$ cat config.mk
export PLATFORM = sky130hd
export DESIGN_NAME = reorder_buffer
export DESIGN_NICKNAME = d
export VERILOG_FILES = /design/src/rtl/reorder_buffer_pkg.sv /design/src/rtl/reorder_buffer_query_port.sv /design/src/rtl/reorder_buffer.sv
export SDC_FILE = /design/constraint.sdc
export NUM_CORES = 2
export LEC_CHECK = 0
export CAP_MARGIN = 0
export CORE_MARGIN = 2
export CORE_UTILIZATION = 60
export CTS_CLUSTER_SIZE = 12
export DETAILED_ROUTE_END_ITERATION = 16
export PLACE_DENSITY_LB_ADDON = 0.15
export RECOVER_POWER = 25
export SKIP_LAST_GASP = 1
export SYNTH_ARGS = -nofsm -noshare
export SYNTH_HDL_FRONTEND = slang
export SYNTH_SLANG_ARGS = --single-unit
$ cat constraint.sdc
create_clock -name clk -period 3.76 [get_ports clk]
set_input_delay 0.752 -clock clk [delete_from_list [all_inputs] [get_ports clk]]
set_output_delay 0.752 -clock clk [all_outputs]
set_load 0.005 [all_outputs]
$ cat src/rtl/reorder_buffer_pkg.sv
// ============================================================================
//  Module      : reorder_buffer_pkg
//  Description : Shared definitions for the reorder buffer slice: default
//                sizing, position/data types, zero constants and a pc helper.
//  Revision    : 1.0  initial release
// ============================================================================
`default_nettype none

`ifndef ROB_DEFS_SV
`define ROB_DEFS_SV
`define ROB_POS_TYPE logic [3:0]
`define REG_POS_TYPE logic [4:0]
`define DATA_TYPE    logic [31:0]
`define ZERO_REG     5'd0
`define ZERO_ROB     4'd0
`define TRUE         1'b1
`define FALSE        1'b0
`endif

package reorder_buffer_pkg;

    localparam int DEF_ROB_SIZE = 16;
    localparam int DEF_ROB_W    = 4;

    typedef logic [DEF_ROB_W-1:0] rob_pos_t;
    typedef logic [4:0]           reg_pos_t;
    typedef logic [31:0]          data_t;

    localparam reg_pos_t ZERO_REG = 5'd0;
    localparam rob_pos_t ZERO_ROB = 4'd0;

    // Fall-through address of an instruction, used as the not-taken redirect.
    function automatic data_t next_pc(input data_t pc);
        return pc + 32'd4;
    endfunction

endpackage

`default_nettype wire

$ cat src/rtl/reorder_buffer_query_port.sv
// ============================================================================
//  Module      : rob_query_port
//  Description : Operand tag lookup into the reorder buffer. Returns the
//                stored ready bit and value of the addressed entry.
//                With ROB_BYPASS_EN defined, a same-cycle CDB broadcast on the
//                queried tag (ALU first, then LSB) is forwarded as ready.
//  Revision    : 1.0  initial release
// ============================================================================
`default_nettype none

module rob_query_port
    import reorder_buffer_pkg::*;
#(
    parameter int ROB_SIZE = DEF_ROB_SIZE,
    parameter int ROB_W    = $clog2(ROB_SIZE)
) (
    input  logic [ROB_W-1:0]    in_tag,
    input  logic [ROB_SIZE-1:0] in_ready_vec,
    input  data_t               in_value_arr [ROB_SIZE],
    input  logic                in_alu_valid,
    input  logic [ROB_W-1:0]    in_alu_rob,
    input  logic [31:0]         in_alu_value,
    input  logic                in_lsb_valid,
    input  logic [ROB_W-1:0]    in_lsb_rob,
    input  logic [31:0]         in_lsb_value,
    output logic                out_ready,
    output logic [31:0]         out_value
);

    // Stored-state lookup, optionally overridden by a matching CDB broadcast.
    always_comb begin
        out_ready = in_ready_vec[in_tag];
        out_value = in_value_arr[in_tag];
`ifdef ROB_BYPASS_EN
        if (in_alu_valid && (in_alu_rob == in_tag)) begin
            out_ready = 1'b1;
            out_value = in_alu_value;
        end else if (in_lsb_valid && (in_lsb_rob == in_tag)) begin
            out_ready = 1'b1;
            out_value = in_lsb_value;
        end
`endif
    end

`ifndef ROB_BYPASS_EN
    // CDB inputs only matter when bypass is built in.
    logic unused_cdb;
    assign unused_cdb = ^{in_alu_valid, in_alu_rob, in_alu_value,
                          in_lsb_valid, in_lsb_rob, in_lsb_value};
`endif

endmodule

`default_nettype wire

$ cat src/rtl/reorder_buffer.sv
// ============================================================================
//  Module      : reorder_buffer
//  Description : Circular in-order reorder buffer. Allocates one entry per
//                issue, captures ALU/LSB results from the CDB and retires at
//                most one ready head entry per cycle. A mispredicted branch at
//                the head flushes the buffer and raises out_xbp.
//                Optional macro ROB_BYPASS_EN: query ports forward same-cycle
//                CDB results.
//  Revision    : 1.0  initial release
// ============================================================================
`default_nettype none

module reorder_buffer
    import reorder_buffer_pkg::*;
#(
    parameter int ROB_SIZE = DEF_ROB_SIZE,
    parameter int ROB_W    = $clog2(ROB_SIZE)
) (
    input  logic             clk,
    input  logic             rst,
    input  logic             rdy,
    input  logic             in_issue_valid,
    input  logic [4:0]       in_issue_dest_reg,
    input  logic             in_issue_is_store,
    input  logic             in_issue_is_branch,
    input  logic             in_issue_pred_taken,
    input  logic [31:0]      in_issue_pc,
    output logic [ROB_W-1:0] out_issue_rob,
    output logic             out_full,
    input  logic             in_alu_valid,
    input  logic [ROB_W-1:0] in_alu_rob,
    input  logic [31:0]      in_alu_value,
    input  logic             in_alu_taken,
    input  logic [31:0]      in_alu_target,
    input  logic             in_lsb_valid,
    input  logic [ROB_W-1:0] in_lsb_rob,
    input  logic [31:0]      in_lsb_value,
    input  logic [ROB_W-1:0] in_query_rob1,
    input  logic [ROB_W-1:0] in_query_rob2,
    output logic             out_query_ready1,
    output logic             out_query_ready2,
    output logic [31:0]      out_query_value1,
    output logic [31:0]      out_query_value2,
    output logic [4:0]       out_commit_reg,
    output logic [ROB_W-1:0] out_commit_rob,
    output logic [31:0]      out_commit_value,
    output logic             out_store_commit,
    output logic             out_xbp,
    output logic [31:0]      out_xbp_pc
);

    localparam logic [ROB_W:0]   FULL_COUNT = (ROB_W+1)'(ROB_SIZE);
    localparam logic [ROB_W:0]   COUNT_ONE  = (ROB_W+1)'(1);
    localparam logic [ROB_W-1:0] POS_ONE    = (ROB_W)'(1);

    // Pointers and occupancy
    logic [ROB_W-1:0]    head_q, head_d, tail_q, tail_d;
    logic [ROB_W:0]      count_q, count_d;

    // Entry fields as parallel arrays indexed by tag
    logic [ROB_SIZE-1:0] valid_q, valid_d;
    logic [ROB_SIZE-1:0] ready_q, ready_d;
    logic [ROB_SIZE-1:0] is_store_q, is_store_d;
    logic [ROB_SIZE-1:0] is_branch_q, is_branch_d;
    logic [ROB_SIZE-1:0] pred_q, pred_d;
    logic [ROB_SIZE-1:0] taken_q, taken_d;
    reg_pos_t            dest_q   [ROB_SIZE];
    reg_pos_t            dest_d   [ROB_SIZE];
    data_t               pc_q     [ROB_SIZE];
    data_t               pc_d     [ROB_SIZE];
    data_t               target_q [ROB_SIZE];
    data_t               target_d [ROB_SIZE];
    data_t               value_q  [ROB_SIZE];
    data_t               value_d  [ROB_SIZE];

    // Registered retire outputs
    reg_pos_t            commit_reg_q, commit_reg_d;
    logic [ROB_W-1:0]    commit_rob_q, commit_rob_d;
    data_t               commit_value_q, commit_value_d;
    logic                store_commit_q, store_commit_d;
    logic                xbp_q, xbp_d;
    data_t               xbp_pc_q, xbp_pc_d;

    logic                w_full;
    logic                w_issue_fire;
    logic                w_head_fire;
    logic                w_mispredict;

    assign w_full        = (count_q == FULL_COUNT);
    assign w_issue_fire  = in_issue_valid & ~w_full;
    assign w_head_fire   = valid_q[head_q] & ready_q[head_q];
    assign w_mispredict  = w_head_fire & is_branch_q[head_q]
                         & (taken_q[head_q] != pred_q[head_q]);

    assign out_issue_rob    = tail_q;
    assign out_full         = w_full;
    assign out_commit_reg   = commit_reg_q;
    assign out_commit_rob   = commit_rob_q;
    assign out_commit_value = commit_value_q;
    assign out_store_commit = store_commit_q;
    assign out_xbp          = xbp_q;
    assign out_xbp_pc       = xbp_pc_q;

    // Next-state: retire/flush of the head, CDB capture, then allocation.
    always_comb begin
        head_d         = head_q;
        tail_d         = tail_q;
        count_d        = count_q;
        valid_d        = valid_q;
        ready_d        = ready_q;
        is_store_d     = is_store_q;
        is_branch_d    = is_branch_q;
        pred_d         = pred_q;
        taken_d        = taken_q;
        dest_d         = dest_q;
        pc_d           = pc_q;
        target_d       = target_q;
        value_d        = value_q;
        commit_reg_d   = ZERO_REG;
        commit_rob_d   = '0;
        commit_value_d = '0;
        store_commit_d = 1'b0;
        xbp_d          = 1'b0;
        xbp_pc_d       = '0;

        // The head instruction itself retires even when it redirects, so a
        // jalr still delivers its link register.
        if (w_head_fire) begin
            commit_reg_d   = dest_q[head_q];
            commit_rob_d   = head_q;
            commit_value_d = value_q[head_q];
            store_commit_d = is_store_q[head_q];
        end

        if (w_mispredict) begin
            xbp_d    = 1'b1;
            xbp_pc_d = taken_q[head_q] ? target_q[head_q] : next_pc(pc_q[head_q]);
            valid_d  = '0;
            ready_d  = '0;
            head_d   = '0;
            tail_d   = '0;
            count_d  = '0;
        end else begin
            if (in_alu_valid && valid_q[in_alu_rob]) begin
                ready_d[in_alu_rob] = 1'b1;
                value_d[in_alu_rob] = in_alu_value;
                if (is_branch_q[in_alu_rob]) begin
                    taken_d[in_alu_rob]  = in_alu_taken;
                    target_d[in_alu_rob] = in_alu_target;
                end
            end
            if (in_lsb_valid && valid_q[in_lsb_rob]) begin
                ready_d[in_lsb_rob] = 1'b1;
                value_d[in_lsb_rob] = in_lsb_value;
            end

            if (w_head_fire) begin
                valid_d[head_q] = 1'b0;
                ready_d[head_q] = 1'b0;
                head_d          = head_q + POS_ONE;
            end

            // Every entry waits for a CDB report before it may retire.
            if (w_issue_fire) begin
                valid_d[tail_q]     = 1'b1;
                ready_d[tail_q]     = 1'b0;
                dest_d[tail_q]      = in_issue_dest_reg;
                is_store_d[tail_q]  = in_issue_is_store;
                is_branch_d[tail_q] = in_issue_is_branch;
                pred_d[tail_q]      = in_issue_pred_taken;
                taken_d[tail_q]     = 1'b0;
                pc_d[tail_q]        = in_issue_pc;
                tail_d              = tail_q + POS_ONE;
            end

            case ({w_issue_fire, w_head_fire})
                2'b10:   count_d = count_q + COUNT_ONE;
                2'b01:   count_d = count_q - COUNT_ONE;
                default: count_d = count_q;
            endcase
        end
    end

    // State registers: async clear, update only when the core is enabled.
    always_ff @(posedge clk or negedge rst) begin
        if (!rst) begin
            head_q         <= '0;
            tail_q         <= '0;
            count_q        <= '0;
            valid_q        <= '0;
            ready_q        <= '0;
            is_store_q     <= '0;
            is_branch_q    <= '0;
            pred_q         <= '0;
            taken_q        <= '0;
            for (int i = 0; i < ROB_SIZE; i++) begin
                dest_q[i]   <= ZERO_REG;
                pc_q[i]     <= '0;
                target_q[i] <= '0;
                value_q[i]  <= '0;
            end
            commit_reg_q   <= ZERO_REG;
            commit_rob_q   <= '0;
            commit_value_q <= '0;
            store_commit_q <= 1'b0;
            xbp_q          <= 1'b0;
            xbp_pc_q       <= '0;
        end else if (rdy) begin
            head_q         <= head_d;
            tail_q         <= tail_d;
            count_q        <= count_d;
            valid_q        <= valid_d;
            ready_q        <= ready_d;
            is_store_q     <= is_store_d;
            is_branch_q    <= is_branch_d;
            pred_q         <= pred_d;
            taken_q        <= taken_d;
            dest_q         <= dest_d;
            pc_q           <= pc_d;
            target_q       <= target_d;
            value_q        <= value_d;
            commit_reg_q   <= commit_reg_d;
            commit_rob_q   <= commit_rob_d;
            commit_value_q <= commit_value_d;
            store_commit_q <= store_commit_d;
            xbp_q          <= xbp_d;
            xbp_pc_q       <= xbp_pc_d;
        end
    end

    rob_query_port #(
        .ROB_SIZE (ROB_SIZE),
        .ROB_W    (ROB_W)
    ) u_query1 (
        .in_tag       (in_query_rob1),
        .in_ready_vec (ready_q),
        .in_value_arr (value_q),
        .in_alu_valid (in_alu_valid),
        .in_alu_rob   (in_alu_rob),
        .in_alu_value (in_alu_value),
        .in_lsb_valid (in_lsb_valid),
        .in_lsb_rob   (in_lsb_rob),
        .in_lsb_value (in_lsb_value),
        .out_ready    (out_query_ready1),
        .out_value    (out_query_value1)
    );

    rob_query_port #(
        .ROB_SIZE (ROB_SIZE),
        .ROB_W    (ROB_W)
    ) u_query2 (
        .in_tag       (in_query_rob2),
        .in_ready_vec (ready_q),
        .in_value_arr (value_q),
        .in_alu_valid (in_alu_valid),
        .in_alu_rob   (in_alu_rob),
        .in_alu_value (in_alu_value),
        .in_lsb_valid (in_lsb_valid),
        .in_lsb_rob   (in_lsb_rob),
        .in_lsb_value (in_lsb_value),
        .out_ready    (out_query_ready2),
        .out_value    (out_query_value2)
    );

endmodule

`default_nettype wire
==> flow_metrics.py <==
metrics = {
    "critical_path": {
        "critPathLaunchType": "primary input",
        "reg2regPathDepth": 11,
        "endpoint": "out_query_value1[1]",
        "required_ns": 3.01,
        "path_cells": "buf_8 -> buf_12 -> mux4_2 -> mux4_2 -> clkdlybuf4s50_1",
        "cpMostUsedCell": "mux4_2",
        "cp_slowest_cell": "clkdlybuf4s50_1",
        "cp-end-kind": "primary output",
        "cp.arrival_ns": 2.91,
        "crit_path_max_fanout": 27,
        "r2r-end": "dest_q[29]$_DFFE_PN0P_",
        "cpPeakStageDelay_ns": 0.62,
        "cp-startpoint": "in_query_rob1[0]",
        "r2r-start": "head_q[0]$_DFFE_PN0P_",
        "regToRegSetupSlack_ns": 0.15,
        "path_class": "primary input to primary output",
    },
    "timing": {
        "fin_crit_sh_pct": 97.4,
        "hold_viol_final": 0,
        "tightest_slew_ns": 2.17,
        "rsz0062_at_grt": "no",
        "hold_ws_ns": 0.479,
        "skew_ns": 0.0362,
        "final-setup-viol-count": 0,
        "slew_headroom_pct": -45.0,
        "finalCriticalPeriod_ns": 3.66,
        "clock.fmax_mhz": 273,
        "slew_viol_final": 58,
    },
    "outcome": {
        "violations": "capacitance limit, slew limit",
        "status": "complete, but fails checks",
    },
    "yosys": {
        "synth_fa_ha_area_share_pct": 0.149,
        "netlist_top_cells_count": "1800 x dfrtp_1, 997 x mux2_1, 848 x mux4_2, 567 x nor2_1, 566 x a21oi_1",
        "synth_nets": 6997,
        "synth_top_area_share_pct": 48.7,
        "synth_compound_gate_area_share_pct": 8.32,
        "synth.avg_cell_area_um2": 13.5,
        "ys_types": 60,
        "netlist_instances": 6827,
        "synth_mux_area_share_pct": 34.8,
        "ys_warn_count": 0,
        "synth_top_flop_cell": "dfrtp_1",
        "synth_top_family_by_area": "multiplexers",
        "synthTopCellsByArea": "dfrtp_1 49%, mux4_2 21%, mux2_1 12%, o22ai_1 3.5%, a21oi_1 3.1%",
        "synth-seq-cells": 1800,
        "synth-xor-area-share_pct": 0.302,
        "synthSimpleGateAreaFrac_pct": 3.87,
        "ys_seq_area_share_pct": 48.7,
        "synth_top_area_cell": "dfrtp_1",
        "synth_edf_count": 0,
        "synth.most_common_cell": "dfrtp_1",
        "synth_area_um2": 92400,
        "async_flop_share_pct": 100,
    },
    "worst_hold_path": {
        "holdCritPathClass": "register to register",
    },
    "floorplanning": {
        "num_io_pins": 305,
        "start_util_pct": 60.2,
        "fp.dieH_um": 396,
        "die_area_um2": 157000,
        "rows": 144,
        "die_width_um": 396,
        "core_um2": 154000,
    },
    "routing": {
        "firstDrtPassIters": 7,
        "detail-route-antenna-nets": 0,
        "vias": 67300,
        "wl_um": 311000,
        "wl_per_cell_um": 33.9,
        "via_per_inst": 7.33,
        "drc": 0,
        "drtIter0Drc": 9301,
    },
    "finish": {
        "fillers": 10400,
        "reg_top3": "pc_q: 512 flops, target_q: 512 flops, value_q: 512 flops",
        "layout-drive-gt1-share_pct": 25.6,
        "register_area_um2": 45100,
        "multi_input_area_um2": 44400,
        "utilization_pct": 69.8,
        "design_area_um2": 107000,
        "area_growth_pct": 16.0,
        "fin_nets": 7136,
    },
    "power": {
        "p_leak_uw": 0.0473,
        "power_uw": 74900,
        "power.density_nw_per_um2": 699,
        "vdd_drop_max_uv": 517,
    },
    "grt": {
        "grt_pass1_wl_um": 460000,
        "track_usage_pct": 39.9,
        "antenna_found_initial": 44,
        "grt_max_degree": 151,
        "grt_overflow": 0,
        "grt_pass1_vias": 68400,
    },
    "clock_network": {
        "cts_buffers": 191,
        "clock-root-buffer": "clkbuf_16",
        "clk_latency_ns": 0.84,
        "cts_tree": "built",
        "path_clk_slew_ns": 0.06,
        "cts_buffer_depth": 3,
        "h-tree-depth": 4,
        "cts.sinks": 1800,
    },
    "place": {
        "dpl_cell_area_um2": 101000,
        "finalWeightedCongestion": 0.949,
        "dp_hpwl_um": 193000,
        "port_buffers": 304,
    },
    "run": {
        "cap_violations": 1,
    },
}
power by group:
group / internal [uW] / switching (uW)
Combinational: 13900 / 11500
Clock: 11200 / 8010
Sequential: 25500 / 4800
Total: 50600 / 24300
area by class of cell:
class	count	share of cell area, %
antenna	25	0.0584
clock inverter	47	0.592
clock buffer	289	5.31
tap	2044	2.39
multi-input combinational	4212	41.5
inverter	30	0.107
timing repair buffer	731	8.05
sequential	1800	42.0
repair_timing:
item | in CTS | in global routing
setup endpoints to repair | 131 | 123
hold endpoints to repair | 47 | 0
gates cloned | 2 | 2
hold buffers | 1 | 0
pin swaps | 4 | 1
gates resized for setup | 1 | 10
buffers inserted | 0 | 2
cell usage in the layout, fill, tap and decap left out, drive strengths merged, types with 7 or more instances in the layout:
cell type         n
and2             11
clkbuf          317
nor3              7
o2bb2ai          12
or3              15
mux2           1154
nand2           134
clkinv           29
mux2i             8
nor2            578
o22ai           516
buf             408
a21boi           13
nand3            33
bufinv           11
dfrtp          1800
xnor2             7
ha               11
a22oi            42
nor2b             8
o21ai            70
inv              35
nand2b            9
a21oi           573
nand4            27
a22o             45
xor2             24
and3              7
clkdlybuf4s50   294
o221ai           18
mux4            848
diode            25
stage by stage:
stage	setup WS (ns)	instances	TNS (ns)
after floorplan	0.176	6827	0
after global placement	-0.182	8810	-17.65
after detailed placement	-0.181	8810	-17.20
after CTS	-0.158	9149	-9.72
after global routing	0.00198	9169	0
final	0.0970	9178	0
critical path, delay by kind of cell:
| family | cells | cell delay [ns] |
|---|---|---|
| buffers and inverters | 3 | 0.98 |
| muxes | 2 | 1.11 |
metal layers:
metal	GRT usage, %	wire length (um)
met1	53.7	112000
met2	57.9	138000
met3	13.1	40700
met4	21.8	19500
met5	0	261
how the worst min path moves through the flow:
stage                                         start                    endpoint  slack [ns]  depth (start not counted)
after CTS                                       rst       pc_q[325]$_DFFE_PN0P_        0.46                          2
after detailed placement  target_q[190]$_DFFE_PN0P_   target_q[190]$_DFFE_PN0P_        0.47                          1
final                       target_q[9]$_DFFE_PN0P_     target_q[9]$_DFFE_PN0P_        0.48                          1
after floorplan           target_q[162]$_DFFE_PN0P_   target_q[162]$_DFFE_PN0P_        0.45                          1
after global placement    target_q[292]$_DFFE_PN0P_   target_q[292]$_DFFE_PN0P_        0.46                          1
after global routing                            rdy  out_xbp_pc[25]$_DFFE_PN0P_        0.48                          3
kinds of logic after synthesis:
family / count (synthesis)
muxes: 2010
DFF: 1800
AOI/OAI and AO/OA: 1306
and+or+nand+nor: 850
buffers and inverters: 819
xor gates and xnor gates: 31
adders and majority gates: 11
No activity file was read; power rests on OpenSTA's default activity.
